[src/rtl/riscv_stream_out_fifo_pkg.sv]
// Shared constants for the CPU stream-out path: MMIO addresses, default FIFO
// geometry, and the occupancy update encoding used by the FIFO controller.
package riscv_stream_out_fifo_pkg;

    localparam logic [31:0] STREAM_OUT_ADDR = 32'h1000_0008;
    localparam logic [31:0] STREAM_IN_ADDR  = 32'h1000_0004;

    localparam int SOF_DWIDTH    = 32;
    localparam int SOF_ADDR_BITS = 4;
    localparam int SOF_CNT_WIDTH = 16;

    typedef enum logic [1:0] {
        LVL_HOLD = 2'd0,
        LVL_INC  = 2'd1,
        LVL_DEC  = 2'd2
    } lvl_op_e;

endpackage

[src/rtl/stream_fifo_ram.sv]
// Simple dual-port FIFO storage with a registered read port. A same-cycle write
// to the address being read is forwarded so the read register is never stale.
module stream_fifo_ram #(
    parameter int DWIDTH    = 32,
    parameter int ADDR_BITS = 4
) (
    input  logic                 clk,
    input  logic                 rst,
    input  logic                 we_i,
    input  logic [ADDR_BITS-1:0] waddr_i,
    input  logic [DWIDTH-1:0]    wdata_i,
    input  logic                 re_i,
    input  logic [ADDR_BITS-1:0] raddr_i,
    output logic [DWIDTH-1:0]    rdata_o
);
    localparam int DEPTH = 2 ** ADDR_BITS;

    (* ram_style = "distributed" *) logic [DWIDTH-1:0] mem_q [DEPTH];
    logic [DWIDTH-1:0] rdata_q;

    always_ff @(posedge clk) begin
        if (we_i) begin
            mem_q[waddr_i] <= wdata_i;
        end
    end

    always_ff @(posedge clk or posedge rst) begin
        if (rst) begin
            rdata_q <= '0;
        end else if (re_i) begin
            rdata_q <= (we_i && (waddr_i == raddr_i)) ? wdata_i : mem_q[raddr_i];
        end
    end

    assign rdata_o = rdata_q;

endmodule

[src/rtl/riscv_stream_out_fifo.sv]
// Buffers CPU stream-out stores and re-presents them as a valid/ready stream,
// with a sticky overflow flag and saturating count of words lost when full.
module riscv_stream_out_fifo
    import riscv_stream_out_fifo_pkg::*;
#(
    parameter int DWIDTH    = SOF_DWIDTH,
    parameter int ADDR_BITS = SOF_ADDR_BITS,
    parameter int CNT_WIDTH = SOF_CNT_WIDTH
) (
    input  logic                 clk,
    input  logic                 reset,
    input  logic                 val_in,
    input  logic [DWIDTH-1:0]    din,
    output logic                 ready_upward,
    output logic                 val_out,
    output logic [DWIDTH-1:0]    dout,
    input  logic                 ready_downward,
    output logic [ADDR_BITS:0]   level,
    output logic                 overflow,
    output logic [CNT_WIDTH-1:0] drop_cnt,
    input  logic                 clr_ovf
);
    localparam int DEPTH = 2 ** ADDR_BITS;
    localparam logic [ADDR_BITS:0]   FULL_LVL = (ADDR_BITS + 1)'(DEPTH);
    localparam logic [ADDR_BITS:0]   LVL_ONE  = (ADDR_BITS + 1)'(1);
    localparam logic [ADDR_BITS-1:0] PTR_ONE  = ADDR_BITS'(1);
    localparam logic [CNT_WIDTH-1:0] CNT_ONE  = CNT_WIDTH'(1);

    logic [ADDR_BITS-1:0] wr_ptr_q, wr_ptr_d;
    logic [ADDR_BITS-1:0] rd_ptr_q, rd_ptr_d;
    logic [ADDR_BITS:0]   level_q, level_d;
    logic                 overflow_q, overflow_d;
    logic [CNT_WIDTH-1:0] drop_cnt_q, drop_cnt_d, cnt_base;
    logic                 full, push, pop, drop;
    lvl_op_e              lvl_op;

    // The head word always sits in the RAM read register, so occupancy alone
    // decides validity and val_out falls as soon as reset clears the level.
    assign full    = (level_q == FULL_LVL);
    assign val_out = (level_q != '0);
    assign pop     = val_out && ready_downward;
    assign push    = val_in && (!full || pop);
    assign drop    = val_in && full && !pop;

    always_comb begin
        lvl_op = LVL_HOLD;
        if (push && !pop) begin
            lvl_op = LVL_INC;
        end else if (pop && !push) begin
            lvl_op = LVL_DEC;
        end

        case (lvl_op)
            LVL_INC: level_d = level_q + LVL_ONE;
            LVL_DEC: level_d = level_q - LVL_ONE;
            default: level_d = level_q;
        endcase

        wr_ptr_d = push ? wr_ptr_q + PTR_ONE : wr_ptr_q;
        rd_ptr_d = pop  ? rd_ptr_q + PTR_ONE : rd_ptr_q;

        // Clear applies first so a coincident drop leaves exactly one counted.
        cnt_base   = clr_ovf ? '0 : drop_cnt_q;
        overflow_d = clr_ovf ? 1'b0 : overflow_q;
        drop_cnt_d = cnt_base;
        if (drop) begin
            overflow_d = 1'b1;
            if (cnt_base != '1) begin
                drop_cnt_d = cnt_base + CNT_ONE;
            end
        end
    end

    always_ff @(posedge clk or posedge reset) begin
        if (reset) begin
            wr_ptr_q   <= '0;
            rd_ptr_q   <= '0;
            level_q    <= '0;
            overflow_q <= 1'b0;
            drop_cnt_q <= '0;
        end else begin
            wr_ptr_q   <= wr_ptr_d;
            rd_ptr_q   <= rd_ptr_d;
            level_q    <= level_d;
            overflow_q <= overflow_d;
            drop_cnt_q <= drop_cnt_d;
        end
    end

    // Reading at the next head pointer keeps the output register aligned with
    // the head; holding it when the FIFO will be empty keeps dout quiet.
    stream_fifo_ram #(
        .DWIDTH   (DWIDTH),
        .ADDR_BITS(ADDR_BITS)
    ) u_ram (
        .clk    (clk),
        .rst    (reset),
        .we_i   (push),
        .waddr_i(wr_ptr_q),
        .wdata_i(din),
        .re_i   (level_d != '0),
        .raddr_i(rd_ptr_d),
        .rdata_o(dout)
    );

    assign ready_upward = !full;
    assign level        = level_q;
    assign overflow     = overflow_q;
    assign drop_cnt     = drop_cnt_q;

endmodule

[config.mk]
export PLATFORM = sky130hd
export DESIGN_NAME = riscv_stream_out_fifo
export DESIGN_NICKNAME = d
export VERILOG_FILES = /design/src/rtl/riscv_stream_out_fifo_pkg.sv /design/src/rtl/stream_fifo_ram.sv /design/src/rtl/riscv_stream_out_fifo.sv
export SDC_FILE = /design/constraint.sdc
export NUM_CORES = 1
export LEC_CHECK = 0
export CAP_MARGIN = 20
export CORE_ASPECT_RATIO = 1.5
export CORE_UTILIZATION = 63
export CTS_BUF_LIST = sky130_fd_sc_hd__clkbuf_8
export DETAILED_ROUTE_END_ITERATION = 10
export PLACE_DENSITY = 0.82
export SYNTH_ARGS = -nofsm -noshare
export SYNTH_HDL_FRONTEND = slang
export SYNTH_SLANG_ARGS = --single-unit
[constraint.sdc]
create_clock -name clk -period 4 [get_ports clk]
set_input_delay 0.4 -clock clk [delete_from_list [all_inputs] [get_ports clk]]
set_output_delay 0.4 -clock clk [all_outputs]
set_load 0.005 [all_outputs]
==> key figures <==
Outcome
  – Run status: complete, no violations

Critical path
  – Max FO, Critical Path: 36
  – Critical path arrival: 4.30 ns
  – Critical path's slowest cell: o21ai_4
  – Crit Path Class: register to register
  – Worst Path Buf+Inv: 2
  – Worst Setup Start Kind: register
  – Worst setup EP type: register
  – CP required: 4.59 ns
  – Kind of cell adding the most delay to the critical path: compound AO/OA/AOI/OAI gates
  – Critical path cell sequence: or4_1 -> buf_4 -> o21ai_4 -> buf_4 -> nand3_1 -> nand3_1 -> o2111ai_1 -> a311oi_1 -> a21o_1
  – Critical path's largest stage delay: 0.84 ns

Die
  – Initial Utilization: 64.2%
  – Die H: 250 um
  – Die ar.: 41900 um2
  – Core area: 40300 um2
  – Row count: 90
  – I/O pin count: 93
  – DIE WIDTH: 167 um

STA
  – Max Freq: 269 MHz
  – Sum Neg Setup Slack: 0 ns
  – Hold Vio Cnt, Final: 0
  – Post-route setup slack: 0.289 ns
  – WHS: 0.240 ns
  – Slew @ Worst Pin: 1.11 ns
  – Fin crit period: 3.71 ns
  – Final setup viols: 0
  – Worst rel slew slack: 25.6%
  – Final Skew: 0.0241 ns
  – Crit share post-route: 92.8%
  – Max-slew violation count: 0

Yosys
  – Unique masters post-synth: 68
  – Post-Syn Instances: 1844
  – Sequential cell area fraction in the yosys report: 65.4%
  – Adder-cell share of the synthesized area: 0.339%
  – Main combinational cell family by area after synthesis: compound AO/OA/AOI/OAI gates
  – Post-synth ARST share: 10.8%
  – Mapped Avg Cell Area: 14.0 um2
  – Post-synthesis register bit count: 574
  – Synthesized-area fraction occupied by ao, oa, aoi and oai cells: 14.1%
  – Mux cell area share after synthesis: 8.76%
  – Synth Area in XOR/XNOR: 1.10%
  – Primary FF master, synth: edfxtp_1
  – Syn. warnings: 0
  – Number of synthesized flops with an enable pin: 512
  – Syn Std Cell Area: 25900 um2
  – Simple logic cell fraction of the synthesized area: 7.25%
  – Syn Nets: 1888

Detailed routing
  – Via count: 18200
  – Antenna Nets Post-Route: 0
  – Drt wl/cell: 28.1 um
  – Total wire length: 70.7 mm
  – Initial DRC Count: 2435
  – Vias/cell: 7.25
  – First-pass DRT Iterations: 6
  – DR DRC count: 0

Global route
  – Initial antenna violation count: 2
  – Grt ovf: 0
  – Global Route Usage Sum: 34.3%
  – Largest net degree at the start of global routing: 83
  – Vias in the first global route: 18800
  – First-pass GRT wire length: 107 mm

Clocking
  – CTS tree: built
  – Clock Latency Late Sink: 0.67 ns
  – Root Driver: clkbuf_8
  – Reg clk slew, reported paths: 0.07 ns
  – CTS hold repair buffers: 0
  – Clock Tree Buf Depth: 3
  – Sink Count: 574
  – CTS buffer count: 81
  – Post-cts sizing count: 0
  – Htree depth: 3

Placed design
  – Dpl ws: 0.336 ns
  – Hpwl dp: 40.2 mm
  – Cell total after placement: 2359
  – PortBufs: 92
  – Final RePlAce weighted congestion: 0.864

Final layout
  – Most frequent cells in the layout: edfxtp_1, a21oi_1, o21ai_0
  – Area occupied by registers: 16900 um2
  – Final non-filler cell total: 2513
  – Share of layout cells above drive strength 1: 18.5%
  – Commonest non-fill, non-tap cell in the layout: edfxtp_1
  – Multi-input logic area: 8310 um2
  – Nets@finish: 1984
  – FILL cells: 2473
  – Area growth syn-to-layout: 13.2%

Pwr
  – PwrDens: 772 nW/um2
  – Worst vdd ir: 0.658 mV
  – Pleak: 9.87 nW

Run
  – Max-Cap Viols: 0

Min path
  – Worst hold path class: input port to async pin
==> synth_stat cells (all sizes together) (7+ instances only) <==
master / count / area share (%)
nand3: 112 / 2.2
inv: 40 / 0.58
edfxtp: 512 / 59
xnor2: 19 / 0.64
ha: 7 / 0.34
or4: 7 / 0.20
or2: 46 / 1.1
o211ai: 48 / 1.5
nor2: 54 / 0.78
o41ai: 27 / 0.91
clkbuf: 110 / 1.6
buf: 44 / 0.86
a31o: 21 / 0.71
mux4: 72 / 6.3
mux2i: 61 / 2.4
o2111a: 40 / 1.7
a31oi: 32 / 0.77
o2111ai: 26 / 0.95
nand2b: 7 / 0.17
dfrtp: 62 / 6.0
nor2b: 18 / 0.44
a21oi: 146 / 2.8
and2: 22 / 0.53
o21ai: 157 / 3.1
o221ai: 12 / 0.41
nand2: 61 / 0.89
==> layer usage <==
layer,up-vias,routed length [um],track usage (%),share of wire [%]
met5,-,0,0,0
met4,0,3620,19.2,5.1
met3,306,7870,8.34,11
met2,1350,35200,56.8,50
met1,9065,24100,41.3,34
li1,7501,-,-,-
==> stage by stage <==
step / util, % / power, mW / cell area, um2
after floorplan: - / 14.4 / 25900
after CTS: 72.5 / 22.4 / 29200
after global placement: 68.5 / 17.5 / 27600
after detailed placement: 68.5 / 17.9 / 27600
final: 72.6 / 22.6 / 29300
after global routing: 72.6 / 23.5 / 29300
==> repair_timing <==
action | CTS | global route
setup buffers | 0 | 1
endpoints found under the setup margin | 0 | 3
hold endpoints to repair | 0 | 0
==> worst paths after layout <==
kind | slack [ns] | depth (start not counted) | to | from
setup reg to reg | 0.29 | 9 | u_ram.rdata_o[12] | level[1]
hold / removal | 0.24 | 2 | rd_ptr_q[1] | reset
setup / recovery | 0.29 | 9 | u_ram.rdata_o[12] | level[1]
max in group asynchronous | 2.73 | 3 | u_ram.rdata_o[21] | reset
min in group clk | 0.50 | 1 | u_ram.rdata_o[15] | u_ram.rdata_o[15]
hold reg to reg | 0.50 | 1 | u_ram.rdata_o[15] | u_ram.rdata_o[15]
==> power by group <==
part / switching [mW] / internal (mW) / total [mW]
registers: 0.510 / 7.36 / 7.87
logic: 6.07 / 4.15 / 10.2
clock network: 2.20 / 2.31 / 4.51
total: 8.78 / 13.8 / 22.6
==> registers in the layout, indices dropped and copies added, names as in the netlist <==
name           cells
level              5
rd_ptr_q           4
drop_cnt          16
u_ram.mem_q      512
u_ram.rdata_o     32
overflow           1
wr_ptr_q           4
==> worst reg2reg max path, cell delays in order, from the launching register on <==
cell and delay, ns:
dfrtp_1 0.52, or4_1 0.77, buf_4 0.26, o21ai_4 0.84, buf_4 0.43, nand3_1 0.11, nand3_1 0.09, o2111ai_1 0.13
a311oi_1 0.39, a21o_1 0.12
==> cells by family after synthesis <==
kind of cell    count (synthesis)
xor+xnor                       27
fa+ha+maj                       7
flops                         574
mux                           136
compound gates                544
simple gates                  361
buf+inv                       195
==> layout make-up <==
| class | count | area share, % |
|---|---|---|
| Clock buffer | 96 | 4.51 |
| Inverter | 41 | 0.526 |
| Sequential cell | 574 | 57.8 |
| Multi-Input combinational cell | 1075 | 28.4 |
| Timing Repair Buffer | 167 | 5.67 |
| Tap cell | 506 | 2.16 |
| Antenna cell | 2 | 0.0171 |
| Clock inverter | 52 | 0.927 |
No activity file was read; power rests on OpenSTA's default activity.
